$ cat src/rtl/alu_muldiv_seq.sv
// alu_muldiv_seq: iterative RV32M multiply/divide sequencer for the EX stage.
// Radix-2 shift-add multiply and restoring divide on operand magnitudes, with sign fix-up at the end.
module alu_muldiv_seq #(
    parameter int N = 32
) (
    input  logic         clk,
    input  logic         rst,
    input  logic         start,
    input  logic [2:0]   op,
    input  logic [N-1:0] a,
    input  logic [N-1:0] b,
    input  logic         flush,
    output logic         busy,
    output logic         stall,
    output logic         done,
    output logic [N-1:0] result
);
    localparam int CW = $clog2(N) + 1;

    typedef enum logic [2:0] {IDLE, PREP, RUN, FIX, DONE} state_t;

    state_t         r_state;
    logic [2:0]     r_op;
    logic [N-1:0]   r_a, r_b, r_d, r_result;
    logic [2*N-1:0] r_acc;
    logic [CW-1:0]  r_cnt;
    logic           r_neg_q, r_neg_r, r_done;

    logic           w_div, w_sa, w_sb, w_na, w_nb, w_dz, w_ovf, w_geq;
    logic [N-1:0]   w_ma, w_mb, w_spec, w_diff, w_quo, w_rem, w_fix;
    logic [N:0]     w_sum, w_rsh;
    logic [2*N-1:0] w_prod;

    assign w_div  = r_op[2];
    assign w_sa   = (r_op == 3'b001) | (r_op == 3'b010) | (r_op == 3'b100) | (r_op == 3'b110);
    assign w_sb   = (r_op == 3'b001) | (r_op == 3'b100) | (r_op == 3'b110);
    assign w_na   = w_sa & r_a[N-1];
    assign w_nb   = w_sb & r_b[N-1];
    assign w_ma   = w_na ? -r_a : r_a;
    assign w_mb   = w_nb ? -r_b : r_b;
    assign w_dz   = w_div & (r_b == '0);
    assign w_ovf  = w_div & ~r_op[0] & (r_a == {1'b1, {(N-1){1'b0}}}) & (r_b == '1);
    // op[1] separates remainder ops from quotient ops within the divide group
    assign w_spec = w_dz ? (r_op[1] ? r_a : '1) : (r_op[1] ? '0 : r_a);

    assign w_sum  = {1'b0, r_acc[2*N-1:N]} + (r_acc[0] ? {1'b0, r_d} : '0);
    assign w_rsh  = r_acc[2*N-1:N-1];
    assign w_geq  = w_rsh >= {1'b0, r_d};
    assign w_diff = w_rsh[N-1:0] - r_d;

    assign w_prod = r_neg_q ? -r_acc : r_acc;
    assign w_quo  = r_neg_q ? -r_acc[N-1:0] : r_acc[N-1:0];
    assign w_rem  = r_neg_r ? -r_acc[2*N-1:N] : r_acc[2*N-1:N];
    assign w_fix  = w_div ? (r_op[1] ? w_rem : w_quo)
                          : ((r_op[1:0] == 2'b00) ? w_prod[N-1:0] : w_prod[2*N-1:N]);

    assign busy   = (r_state == PREP) | (r_state == RUN) | (r_state == FIX);
    assign stall  = busy | ((r_state == IDLE) & start & ~flush);
    assign done   = r_done;
    assign result = r_result;

    always_ff @(posedge clk or negedge rst) begin
        if (!rst) begin
            r_state  <= IDLE;
            r_op     <= '0;
            r_a      <= '0;
            r_b      <= '0;
            r_d      <= '0;
            r_acc    <= '0;
            r_cnt    <= '0;
            r_neg_q  <= 1'b0;
            r_neg_r  <= 1'b0;
            r_done   <= 1'b0;
            r_result <= '0;
        end else begin
            r_done <= 1'b0;
            case (r_state)
                IDLE: if (start && !flush) begin
                    r_op    <= op;
                    r_a     <= a;
                    r_b     <= b;
                    r_state <= PREP;
                end
                PREP: begin
                    r_acc   <= {{N{1'b0}}, w_ma};
                    r_d     <= w_mb;
                    r_cnt   <= CW'(N);
                    r_neg_q <= w_na ^ w_nb;
                    r_neg_r <= w_na;
                    if (flush) begin
                        r_state <= IDLE;
                    end else if (w_dz || w_ovf) begin
                        r_result <= w_spec;
                        r_done   <= 1'b1;
                        r_state  <= DONE;
                    end else begin
                        r_state <= RUN;
                    end
                end
                RUN: if (flush) begin
                    r_state <= IDLE;
                end else begin
                    r_acc   <= w_div ? (w_geq ? {w_diff, r_acc[N-2:0], 1'b1} : {r_acc[2*N-2:0], 1'b0})
                                     : {w_sum, r_acc[N-1:1]};
                    r_cnt   <= r_cnt - CW'(1);
                    r_state <= (r_cnt == CW'(1)) ? FIX : RUN;
                end
                FIX: if (flush) begin
                    r_state <= IDLE;
                end else begin
                    r_result <= w_fix;
                    r_done   <= 1'b1;
                    r_state  <= DONE;
                end
                default: r_state <= IDLE;
            endcase
        end
    end
endmodule
$ cat config.mk
export PLATFORM = sky130hd
export DESIGN_NAME = alu_muldiv_seq
export DESIGN_NICKNAME = d
export VERILOG_FILES = /design/src/rtl/alu_muldiv_seq.sv
export SDC_FILE = /design/constraint.sdc
export NUM_CORES = 1
export LEC_CHECK = 0
export ABC_AREA = 0
export CAP_MARGIN = 20
export CORE_AREA = 5 5 173 217
export CTS_CLUSTER_DIAMETER = 30
export DETAILED_ROUTE_END_ITERATION = 10
export DIE_AREA = 0 0 178 222
export GPL_ROUTABILITY_DRIVEN = 0
export PLACE_DENSITY_LB_ADDON = 0.3
export SKIP_CTS_REPAIR_TIMING = 1
export SLEW_MARGIN = 30
export SYNTH_ARGS = -nofsm -noshare
export SYNTH_HDL_FRONTEND = slang
export SYNTH_SLANG_ARGS = --single-unit
$ cat constraint.sdc
create_clock -name clk -period 7.1 [get_ports clk]
set_input_delay 1.42 -clock clk [delete_from_list [all_inputs] [get_ports clk]]
set_output_delay 1.42 -clock clk [all_outputs]
set_load 0.01 [all_outputs]
## Word-level counts from Yosys, hierarchy flattened

Cells that the tools add are included.

| word-level totals | value |
|---|---|
| bits in registers | 207 |
| word-level logic and storage cells | 98 |

| operators by class | value |
|---|---|
| add/subtract/negate cells | 8 |
| magnitude comparators | 1 |
| equality and inequality tests | 15 |
| muxes and demuxes | 33 |
| bitwise logic cells | 19 |
| reductions and logical operators | 11 |

Operators by type and width:

| operator | count |
|---|---|
| $mux W32 | 14 |
| $mux W64 | 4 |
| $neg A32 Y32 | 4 |
| $pmux W64 S2 | 1 |
| $eq A32 B32 Y1 const B | 2 |
| $neg A64 Y64 | 1 |
| $pmux W32 S2 | 1 |
| $add A32 B32 Y33 | 1 |
| $ge A33 B32 Y1 | 1 |
| $logic_not A32 Y1 | 1 |
| $sub A32 B32 Y32 | 1 |
| $mux W3 | 4 |
| $pmux W3 S4 | 1 |
| $pmux W6 S2 | 1 |
| $eq A3 B2 Y1 const B | 3 |
| $and A1 B1 Y1 | 8 |
| $or A1 B1 Y1 | 8 |
| $eq A3 B1 Y1 const B | 2 |
| $eq A3 B3 Y1 const B | 2 |
| $eq A6 B1 Y1 const B | 1 |
| $mux W6 | 1 |
| $ne A2 B2 Y1 const B | 3 |
| $sub A6 B1 Y6 const B | 1 |
| $mux W1 | 4 |
| 13 further kinds | 17 |

## Longest topological paths before layout

Gate-level depths: netlist (run 1).

| depth | value |
|---|---|
| word-level depth | 8 |
| gate-level depth with buffers | 13 |
| gate-level depth less buffers | 12 |

## Worst setup path before layout (run 1)

No wires, ideal clock.

| path | value |
|---|---|
| path type | in2out |
| start | in flush |
| end | out stall |
| arrival time | 1.708 ns |
| required time | 5.680 ns |
| slack | 3.972 ns |
| stages | 2 |
| buffers on the path | 0 |
| path through | nor2_1 -> a21o_1 |

| between the ends | value |
|---|---|
| cells in the longest elaborated chain, start to end | 3 |

Ends and longest elaborated chain:

| item | line | RTL |
|---|---|---|
| from (decl) | 12 | `input logic flush,` |
| $not A1 Y1 | 58 | `assign stall = busy \| ((r_state == IDLE) & start & ~flush);` |
| $and A1 B1 Y1 | 58 |  |
| $or A1 B1 Y1 | 58 |  |
| to (decl) | 14 | `output logic stall,` |

Every way passes these cells.

## Worst setup path after layout (run 1)

Ends and elaborated chain as after synthesis.

==> impl_metrics.json, run 1 <==
{
  "synthFlopType": "sky130_fd_sc_hd__dfrtp_1",
  "flip_flop_and_latch_count_after_synthesis": 207,
  "synth_edf_count": 0,
  "synthCells": 2152,
  "worst_setup_path_start_kind": "input port",
  "clockRootBuffer": "sky130_fd_sc_hd__clkbuf_16",
  "layout_commonest_cell": "sky130_fd_sc_hd__nand2_1",
  "gr-total-overflow": 0,
  "crit_slowest_cell": "sky130_fd_sc_hd__clkdlybuf4s50_1",
  "wl_per_cell_um": 22.0,
  "grt_first_pass_wirelength_um": 93200,
  "crit_arrival_ns": 2.82,
  "wl_um": 58800,
  "hold_path.class": "reg -> reg",
  "htree_levels": 2,
  "antenna_cells": 0,
  "setup_violations": 0,
  "cts.path.max_buffers": 3,
  "vdd_ir_drop_max_mv": 0.267,
  "largest_net_degree_at_the_start_of_global_routing": 72,
  "std_cell_rows": 77,
  "numPortBuffers": 105,
  "dr.pass1.iters": 7,
  "area_growth_syn_to_layout_pct": 16.5,
  "dr_total_vias": 17200,
  "cellPowerDensity_nw_per_um2": 603,
  "critical_path_start_end_classification": "in -> out",
  "total_leakage_power_nw": 8.48,
  "final_clock_skew_ns": 0.0475,
  "post-route-min-period_ns": 4.24,
  "fmax_mhz": 236,
  "initial_antenna_violation_count": 1,
  "max-cap-violations": 0,
  "timing_worst_slew_pin_value_ns": 1.02,
  "syn_area_um2": 17300,
  "dieArea_um2": 39500,
  "via_count_of_the_first_global_routing_pass": 17200,
  "ratio_of_cells_with_drive_above_1_in_the_final_layout_pct": 9.31,
  "seq_area_frac_synth_pct": 29.9,
  "count_of_final_hold_check_violations": 0,
  "critical-path-top-cell-by-count": "sky130_fd_sc_hd__clkdlybuf4s50_1",
  "dp_hpwl_um": 42400,
  "clk_pin_slew_worst_paths_ns": 0.05,
  "crit_required_ns": 5.68,
  "num-nets-final": 2310,
  "grt_util_all_layers_pct": 29.5,
  "ios": 106,
  "cp_slowest_stage_delay_ns": 0.54,
  "post_drt_via_cell_ratio": 6.44,
  "num-fill-cells": 3170,
  "clock_buffer_count_from_cts": 46,
  "setup_repair_after_global_routing_missed_its_margin": "no",
  "critical_path.endpoint_type": "primary output",
  "initial_utilization_pct": 49.2,
  "timing.critical_path.fanout_max": 4,
  "synth_area_per_cell_um2": 8.05,
  "drt_iter0_markers": 1732,
  "clkSinkCount": 207,
  "final_min_period_over_clock_period_pct": 59.8,
  "path_cells": "clkdlybuf4s50_1 -> nor2_1 -> a21o_1 -> clkdlybuf4s50_1",
  "finalMaxSlewViolations": 0,
  "syn_nets": 2296,
  "ys.warnings.count": 0,
  "tritoncts": "built",
  "run_status": "finished, final reports clean",
  "fp.dieW_um": 178,
  "most-common-layout-cells": "sky130_fd_sc_hd__nand2_1, sky130_fd_sc_hd__o21ai_0, sky130_fd_sc_hd__dfrtp_1",
  "post-route-drc-count": 0,
  "insertion_delay_ns": 0.58,
  "timing.setup.tns_ns": 0,
  "chipHeight_um": 222,
  "slew_headroom_pct": 31.7,
  "synth-async-reset-ratio_pct": 100,
  "synthDistinctLibCells": 81,
  "core_region_area_um2": 35200,
  "ant_nets": 0,
  "p_total_mw": 12.2
}
report_power, final:
group          switching, mW  total (mW)  internal, mW
Clock                  0.768        2.24          1.47
Sequential              1.02        2.76          1.74
Combinational           4.36        7.16          2.80
Total                   6.15        12.2          6.01
per-stage QoR:
step | std cells | hold WS [ns] | instance area [um2] | setup slack [ns] | util (%)
floorplan | 2152 | 0.450 | 17300 | 3.97 | -
global placement | 2591 | 0.460 | 18500 | 2.84 | 52.7
detailed placement | 2591 | 0.459 | 18500 | 2.86 | 52.7
CTS | 2675 | 0.469 | 20200 | 2.85 | 57.3
global route | 2676 | 0.492 | 20200 | 2.77 | 57.4
finish | 2676 | 0.465 | 20200 | 2.86 | 57.4
final cells by class:
type | instances | area, um2 | share of cell area [%]
inverter | 68 | 255 | 1.26
sequential | 207 | 5180 | 25.7
timing repair buffer | 129 | 1250 | 6.18
tap | 474 | 593 | 2.94
clock inverter | 29 | 408 | 2.02
clock buffer | 55 | 1220 | 6.07
multi-input combinational | 1714 | 11300 | 55.9
final timing paths:
check | endpoint | depth (start not counted) | slack [ns] | startpoint
min in group asynchronous | r_a[30] | 1 | 0.86 | rst
min | result[21] | 2 | 0.46 | result[21]
max reg2reg | r_acc[62] | 9 | 3.14 | r_acc[49]
max | stall | 4 | 2.86 | flush
max in group asynchronous | r_acc[63] | 2 | 5.10 | rst
min reg2reg | result[21] | 2 | 0.46 | result[21]
state kept, by name (all words and copies together) (netlist names):
name,flops
done,1
r_state,3
r_cnt,6
r_b,32
r_neg_q,1
result,32
r_d,32
r_a,32
r_neg_r,1
r_op,3
r_acc,64
synthesized netlist by cell type, types with 31 or more instances:
master                     count  share of area (%)
sky130_fd_sc_hd__a21oi_1     142                4.1
sky130_fd_sc_hd__o21ai_0     229                6.6
sky130_fd_sc_hd__nand2_1     244                5.3
sky130_fd_sc_hd__mux2_2       68                4.4
sky130_fd_sc_hd__mux2i_1      53                3.1
sky130_fd_sc_hd__nor3_1       45                1.3
sky130_fd_sc_hd__o211ai_1     31                1.3
sky130_fd_sc_hd__xor2_1       73                3.7
sky130_fd_sc_hd__dfrtp_1     207                 30
sky130_fd_sc_hd__ha_1         71                5.1
sky130_fd_sc_hd__nand3_1      48                1.4
sky130_fd_sc_hd__inv_1        67                1.5
sky130_fd_sc_hd__clkbuf_1    135                2.9
sky130_fd_sc_hd__nor2_1      144                3.1
sky130_fd_sc_hd__xnor2_1      98                5.0
sky130_fd_sc_hd__o31ai_1      40                1.7
sky130_fd_sc_hd__a31oi_1      31                1.1
routing by layer:
metal	part of all wire, %	track usage, %
met5	0	0
met4	8.7	21.0
met3	7.6	4.83
met2	47	48.9
met1	36	34.2
logic make-up after synthesis:
logic type | count (synthesis) | share of synthesized area, %
AOI/OAI and AO/OA | 675 | 24.4
adders and majority gates | 75 | 5.48
and+or+nand+nor | 672 | 18.9
DFF | 207 | 29.9
buffers and inverters | 231 | 5.20
xor gates and xnor gates | 171 | 8.65
muxes | 121 | 7.49
critical path: cells and delay by family:
family,cells,cell delay [ns]
simple gates,1,0.24
buf+inv,2,1.00
compound gates,1,0.17
Power figures use the tool's default switching activity.
==> inputs of run 2 (changes only) <==
==> constraint.sdc (replaced) <==
create_clock -name clk -period 3.89 [get_ports clk]
set_input_delay 0.778 -clock clk [delete_from_list [all_inputs] [get_ports clk]]
set_output_delay 0.778 -clock clk [all_outputs]
set_load 0.01 [all_outputs]
==> impl_metrics.json, run 2 (same netlist as run 1, synthesis figures left out) <==
{
  "chipHeight_um": 222,
  "cp_slowest_stage_delay_ns": 0.55,
  "critical-path-top-cell-by-count": "sky130_fd_sc_hd__a21oi_1",
  "dp_hpwl_um": 44400,
  "largest_register_ffs": 64,
  "num-nets-final": 2355,
  "vdd_ir_drop_max_mv": 0.590,
  "ff_latch_area_um2": 5180,
  "setup_violations": 0,
  "layout_commonest_cell": "sky130_fd_sc_hd__nand2_1",
  "finalMaxSlewViolations": 0,
  "max-cap-violations": 0,
  "final_clock_skew_ns": 0.0415,
  "stdcell_area_um2": 20500,
  "wl_um": 60500,
  "count_of_final_hold_check_violations": 0,
  "clockRootBuffer": "sky130_fd_sc_hd__clkbuf_16",
  "insertion_delay_ns": 0.57,
  "drt_iter0_markers": 1759,
  "num-fill-cells": 3084,
  "crit_arrival_ns": 3.98,
  "p_total_mw": 22.8,
  "grt_most_used_layer": "met2",
  "clk_pin_slew_worst_paths_ns": 0.05,
  "timing.hold.ws_ns": 0.164,
  "grt_first_pass_wirelength_um": 95200,
  "timing_worst_slew_pin_value_ns": 0.952,
  "std_cell_rows": 77,
  "worst_setup_path_start_kind": "register",
  "post-route-min-period_ns": 3.60,
  "numPortBuffers": 105,
  "fp.dieW_um": 178,
  "gr-total-overflow": 0,
  "ant_nets": 0,
  "multi_input_combinational_cell_area_um2": 11300,
  "timing.setup.tns_ns": 0,
  "crit_required_ns": 4.26,
  "ios": 106,
  "clock_buffer_count_from_cts": 48,
  "most-common-layout-cells": "sky130_fd_sc_hd__nand2_1, sky130_fd_sc_hd__o21ai_0, sky130_fd_sc_hd__dfrtp_1",
  "ratio_of_cells_with_drive_above_1_in_the_final_layout_pct": 10.9,
  "path_cells": "clkinvlp_4 -> buf_4 -> nor2_1 -> ha_1 -> a21o_1 -> a21oi_1 -> nor2b_1 -> a311oi_1 -> a21oi_1 -> o21ai_0 -> mux2i_1 -> o211ai_1",
  "worst-path-buf-inv": 2,
  "crit_slowest_cell": "sky130_fd_sc_hd__a311oi_1",
  "htree_levels": 2,
  "post-route-drc-count": 0,
  "timing.critical_path.fanout_max": 17,
  "initial_utilization_pct": 49.2,
  "grt_util_met3_pct": 5.68,
  "groute.layer.met2.usage_pct": 48.9,
  "cellPowerDensity_nw_per_um2": 1110,
  "critical_path.endpoint_type": "register",
  "fmax_mhz": 278,
  "initial_antenna_violation_count": 1,
  "cts.path.max_buffers": 3,
  "clkSinkCount": 207,
  "total_leakage_power_nw": 8.71,
  "run_status": "finished, final reports clean",
  "final_min_period_over_clock_period_pct": 92.6,
  "dieArea_um2": 39500,
  "regMostFlops": "r_acc",
  "largest_net_degree_at_the_start_of_global_routing": 89,
  "grt_util_all_layers_pct": 30.1,
  "post_drt_via_cell_ratio": 6.42,
  "dr_total_vias": 17500,
  "timing.critical_path.max_delay_family": "compound AO/OA/AOI/OAI gates",
  "dr.pass1.iters": 6,
  "area_growth_syn_to_layout_pct": 18.5,
  "core_region_area_um2": 35200,
  "wl_per_cell_um": 22.2,
  "antenna_cells": 0,
  "reg2reg_setup_slack_ns": 0.29,
  "via_count_of_the_first_global_routing_pass": 17500,
  "gr-usage-met1_pct": 35.4,
  "critical_path_start_end_classification": "reg -> reg",
  "placedInstanceArea_um2": 18900,
  "setup_repair_after_global_routing_missed_its_margin": "no",
  "slew_headroom_pct": 36.3,
  "tritoncts": "built",
  "hold_path.class": "in -> async"
}
## run 2: cell count changes in the layout (fill, tap and decap cells not counted), moves of 3 or more
cell                        previous run  this run
sky130_fd_sc_hd__clkbuf_16            46        49
sky130_fd_sc_hd__clkbuf_1              5         9
sky130_fd_sc_hd__buf_6                 3         0
sky130_fd_sc_hd__clkinv_2              3         7
sky130_fd_sc_hd__buf_4                21        66
sky130_fd_sc_hd__clkinv_4              6         3
## run 2: routing by layer
| layer | share of wire, % | routed length, um |
|---|---|---|
| met4 | 8.1 | 4890 |
| met1 | 36 | 21900 |
| met2 | 47 | 28500 |
| met3 | 8.5 | 5170 |
| met5 | 0.021 | 13 |
## run 2: where the power goes
group | switching (mW) | internal, mW | total [mW]
sequential | 1.53 | 3.19 | 4.72
combinational | 8.62 | 5.36 | 14.0
clock | 1.34 | 2.73 | 4.07
## run 2: layout make-up
cell class	count	area share, %
Clock buffer	63	6.48
Clock inverter	23	1.50
Inverter	68	1.26
Multi-Input combinational cell	1714	54.9
Sequential cell	207	25.3
Tap cell	474	2.89
Timing Repair Buffer	172	7.66
## run 2: final timing paths
kind,cells past startpoint,from,endpoint
max,12,r_acc[0],r_acc[61]
min,1,rst,r_a[27]
max reg2reg,12,r_acc[0],r_acc[61]
min reg2reg,2,result[21],result[21]
max in group asynchronous,2,rst,r_op[2]
min in group clk,2,result[21],result[21]
## run 2: worst register-to-register path, cell delays in order, from the launching register on
cell and delay, ns:
sky130_fd_sc_hd__dfrtp_1 0.47, sky130_fd_sc_hd__clkinvlp_4 0.33, sky130_fd_sc_hd__buf_4 0.32, sky130_fd_sc_hd__nor2_1 0.15
sky130_fd_sc_hd__ha_1 0.33, sky130_fd_sc_hd__a21o_1 0.23, sky130_fd_sc_hd__a21oi_1 0.15, sky130_fd_sc_hd__nor2b_1 0.06
sky130_fd_sc_hd__a311oi_1 0.55, sky130_fd_sc_hd__a21oi_1 0.23, sky130_fd_sc_hd__o21ai_0 0.26, sky130_fd_sc_hd__mux2i_1 0.21
sky130_fd_sc_hd__o211ai_1 0.10
## run 2: stage by stage
step	worst slack, ns	cells	utilization [%]
finish	0.287	2721	58.3
global route	0.0166	2721	58.3
floorplan	0.786	2152	-
global placement	0.399	2635	53.7
detailed placement	0.340	2635	53.7
CTS	0.283	2721	58.3
==> inputs of run 3 (changes only) <==
--- a/config.mk
+++ b/config.mk
@@ -5,12 +5,12 @@
 export SDC_FILE = /design/constraint.sdc
 export NUM_CORES = 1
 export LEC_CHECK = 0
-export ABC_AREA = 0
+export ABC_AREA = 1
 export CAP_MARGIN = 20
-export CORE_AREA = 5 5 173 217
+export CORE_AREA = 5 5 186 233
 export CTS_CLUSTER_DIAMETER = 30
 export DETAILED_ROUTE_END_ITERATION = 10
-export DIE_AREA = 0 0 178 222
+export DIE_AREA = 0 0 191 238
 export GPL_ROUTABILITY_DRIVEN = 0
 export PLACE_DENSITY_LB_ADDON = 0.3
 export SKIP_CTS_REPAIR_TIMING = 1
==> constraint.sdc (replaced) <==
create_clock -name clk -period 3.7 [get_ports clk]
set_input_delay 0.74 -clock clk [delete_from_list [all_inputs] [get_ports clk]]
set_output_delay 0.74 -clock clk [all_outputs]
set_load 0.01 [all_outputs]
==> impl_metrics.json, run 3 <==
{
  "clockRootBuffer": "sky130_fd_sc_hd__clkbuf_16",
  "ys.warnings.count": 0,
  "antenna_cells": 0,
  "area_growth_syn_to_layout_pct": 16.1,
  "core_region_area_um2": 40800,
  "total_leakage_power_nw": 12.0,
  "syn_nets": 3569,
  "crit_required_ns": 4.20,
  "post-route-min-period_ns": 3.13,
  "synthDominantCellAreaShare_pct": 25.7,
  "gr-total-overflow": 0,
  "synthCells": 3425,
  "setup_repair_after_global_routing_missed_its_margin": "no",
  "timing.setup.tns_ns": 0,
  "post_synth_most_frequent_cells": "sky130_fd_sc_hd__nand2_1, sky130_fd_sc_hd__nor2_1, sky130_fd_sc_hd__inv_1, sky130_fd_sc_hd__nand3_1, sky130_fd_sc_hd__a21oi_1",
  "synth_area_per_cell_um2": 5.90,
  "synthDistinctLibCells": 52,
  "clock_buffer_count_from_cts": 47,
  "synthFlopType": "sky130_fd_sc_hd__dfrtp_1",
  "grt_first_pass_wirelength_um": 119000,
  "post-synth-top-count-cell": "sky130_fd_sc_hd__nand2_1",
  "hold_path.class": "in -> async",
  "max-cap-violations": 0,
  "critical_path.endpoint_type": "register",
  "setup_violations": 0,
  "ant_nets": 0,
  "slew_headroom_pct": 31.8,
  "initial_utilization_pct": 49.5,
  "reg2regPathDepth": 17,
  "largest_net_degree_at_the_start_of_global_routing": 73,
  "via_count_of_the_first_global_routing_pass": 21800,
  "clk_pin_slew_worst_paths_ns": 0.05,
  "timing.critical_path.fanout_max": 9,
  "final_min_period_over_clock_period_pct": 84.7,
  "critical_path_start_end_classification": "reg -> reg",
  "synth_edf_count": 0,
  "critical_path.reg2reg.endpoint": "r_acc[63]",
  "regMostFlops": "r_acc",
  "dieArea_um2": 45500,
  "fmax_mhz": 319,
  "dp_hpwl_um": 59500,
  "post-route-drc-count": 0,
  "tritoncts": "built",
  "std_cell_rows": 83,
  "layout_commonest_cell": "sky130_fd_sc_hd__nand2_1",
  "ratio_of_cells_with_drive_above_1_in_the_final_layout_pct": 5.88,
  "flip_flop_and_latch_count_after_synthesis": 207,
  "finalMaxSlewViolations": 0,
  "syn_area_um2": 20200,
  "cellPowerDensity_nw_per_um2": 1120,
  "run_status": "finished, final reports clean",
  "num-nets-final": 3645,
  "ios": 106,
  "insertion_delay_ns": 0.59,
  "initial_antenna_violation_count": 0,
  "htree_levels": 2,
  "most-common-layout-cells": "sky130_fd_sc_hd__nand2_1, sky130_fd_sc_hd__nor2_1, sky130_fd_sc_hd__inv_1",
  "count_of_final_hold_check_violations": 0,
  "drt_iter0_markers": 2268,
  "chipHeight_um": 238,
  "reg2reg_setup_slack_ns": 0.57,
  "dr.pass1.iters": 6,
  "worst_setup_path_start_kind": "register",
  "crit_arrival_ns": 3.64,
  "numPortBuffers": 105,
  "synth-async-reset-ratio_pct": 100,
  "netlist_top_cells_area": "sky130_fd_sc_hd__dfrtp_1, sky130_fd_sc_hd__nand2_1, sky130_fd_sc_hd__nand3_1, sky130_fd_sc_hd__nor2_1, sky130_fd_sc_hd__inv_1",
  "cts.path.max_buffers": 3,
  "largest_register_ffs": 64,
  "wl_per_cell_um": 19.1,
  "wl_um": 78300,
  "final_clock_skew_ns": 0.0272,
  "vdd_ir_drop_max_mv": 0.644,
  "timing_worst_slew_pin_value_ns": 1.02,
  "fp.dieW_um": 191,
  "seq_area_frac_synth_pct": 25.7,
  "post_drt_via_cell_ratio": 5.66,
  "grt_util_all_layers_pct": 33.5,
  "dr_total_vias": 23200,
  "timing.hold.ws_ns": 0.162,
  "netlist.top_cell.by_area": "sky130_fd_sc_hd__dfrtp_1",
  "clkSinkCount": 207,
  "r2r_start": "r_acc[32]"
}
==> run 3: cell types whose count changed in the layout (fill, tap and decap cells not counted), moves of 53 or more <==
| cell | delta |
|---|---|
| sky130_fd_sc_hd__xnor2_1 | -83 |
| sky130_fd_sc_hd__a21oi_1 | +67 |
| sky130_fd_sc_hd__nor2_1 | +286 |
| sky130_fd_sc_hd__nand2_1 | +857 |
| sky130_fd_sc_hd__mux2i_1 | -53 |
| sky130_fd_sc_hd__nand3_1 | +280 |
| sky130_fd_sc_hd__mux2_2 | -59 |
| sky130_fd_sc_hd__o21ai_0 | -63 |
| sky130_fd_sc_hd__inv_1 | +349 |
==> run 3: logic make-up after synthesis <==
group                      synth area share [%]
AOI/OAI and AO/OA                          13.3
xor gates and xnor gates                   2.91
adders and majority gates                  4.60
buffers and inverters                      10.9
DFF                                        25.7
muxes                                     0.502
and+or+nand+nor                            42.2
==> run 3: worst max-delay path by stage <==
stage	start	end	slack, ns	depth (start not counted)
6_report	r_acc[32]	r_acc[63]	0.57	17
5_1_grt	r_acc[0]	r_acc[63]	0.38	17
4_1_cts	r_acc[32]	r_acc[63]	0.69	17
3_5_place_dp	flush	r_a[6]	0.61	6
3_3_place_gp	flush	r_a[6]	0.61	6
2_1_floorplan	r_acc[0]	r_acc[63]	1.39	19
==> run 3: where the power goes <==
group	total (mW)	switching [mW]	internal, mW
Combinational	17.0	11.6	5.32
Clock	4.45	1.43	3.03
Sequential	4.88	1.54	3.34
==> run 3: final cells by class <==
class,count,area (um2)
Timing Repair Buffer,151,1400
Inverter,434,1630
Clock inverter,25,368
Fill cell,4017,17400
Multi-Input combinational cell,2660,12800
Clock buffer,62,1330
Sequential cell,207,5180
Tap cell,552,691
==> run 3: metrics by stage <==
stage | instances | power, mW | cell area, um2 | util (%) | worst slack, ns
after floorplan | 3425 | 16.1 | 20200 | - | 1.39
after global placement | 4004 | 21.1 | 21700 | 53.3 | 0.611
after detailed placement | 4004 | 21.2 | 21700 | 53.3 | 0.611
after CTS | 4091 | 25.8 | 23400 | 57.4 | 0.687
after global routing | 4091 | 28.2 | 23500 | 57.5 | 0.384
final | 4091 | 26.3 | 23500 | 57.5 | 0.568
==> run 3: metal layers <==
metal	wire (um)	vias up	GRT usage (%)
met3	6900	388	6.70
met5	0	-	0
met4	8480	0	29.5
met2	35600	1221	54.4
li1	-	11200	-
met1	27300	10400	37.2
==> run 3: worst max-delay path, cell delays in order, from the launching register on <==
cell and delay [ns]:
sky130_fd_sc_hd__dfrtp_1 0.57, sky130_fd_sc_hd__ha_1 0.37, sky130_fd_sc_hd__inv_1 0.09, sky130_fd_sc_hd__fa_1 0.43
sky130_fd_sc_hd__o21ai_0 0.18, sky130_fd_sc_hd__buf_4 0.15, sky130_fd_sc_hd__nand2_1 0.06, sky130_fd_sc_hd__nand2_1 0.22
sky130_fd_sc_hd__nand2_1 0.09, sky130_fd_sc_hd__nand2_1 0.24, sky130_fd_sc_hd__nand2_1 0.15, sky130_fd_sc_hd__nand3_1 0.15
sky130_fd_sc_hd__nand2_1 0.07, sky130_fd_sc_hd__nand2_1 0.06, sky130_fd_sc_hd__nand2_1 0.05, sky130_fd_sc_hd__inv_1 0.08
sky130_fd_sc_hd__nand2_1 0.05, sky130_fd_sc_hd__nand2_1 0.05
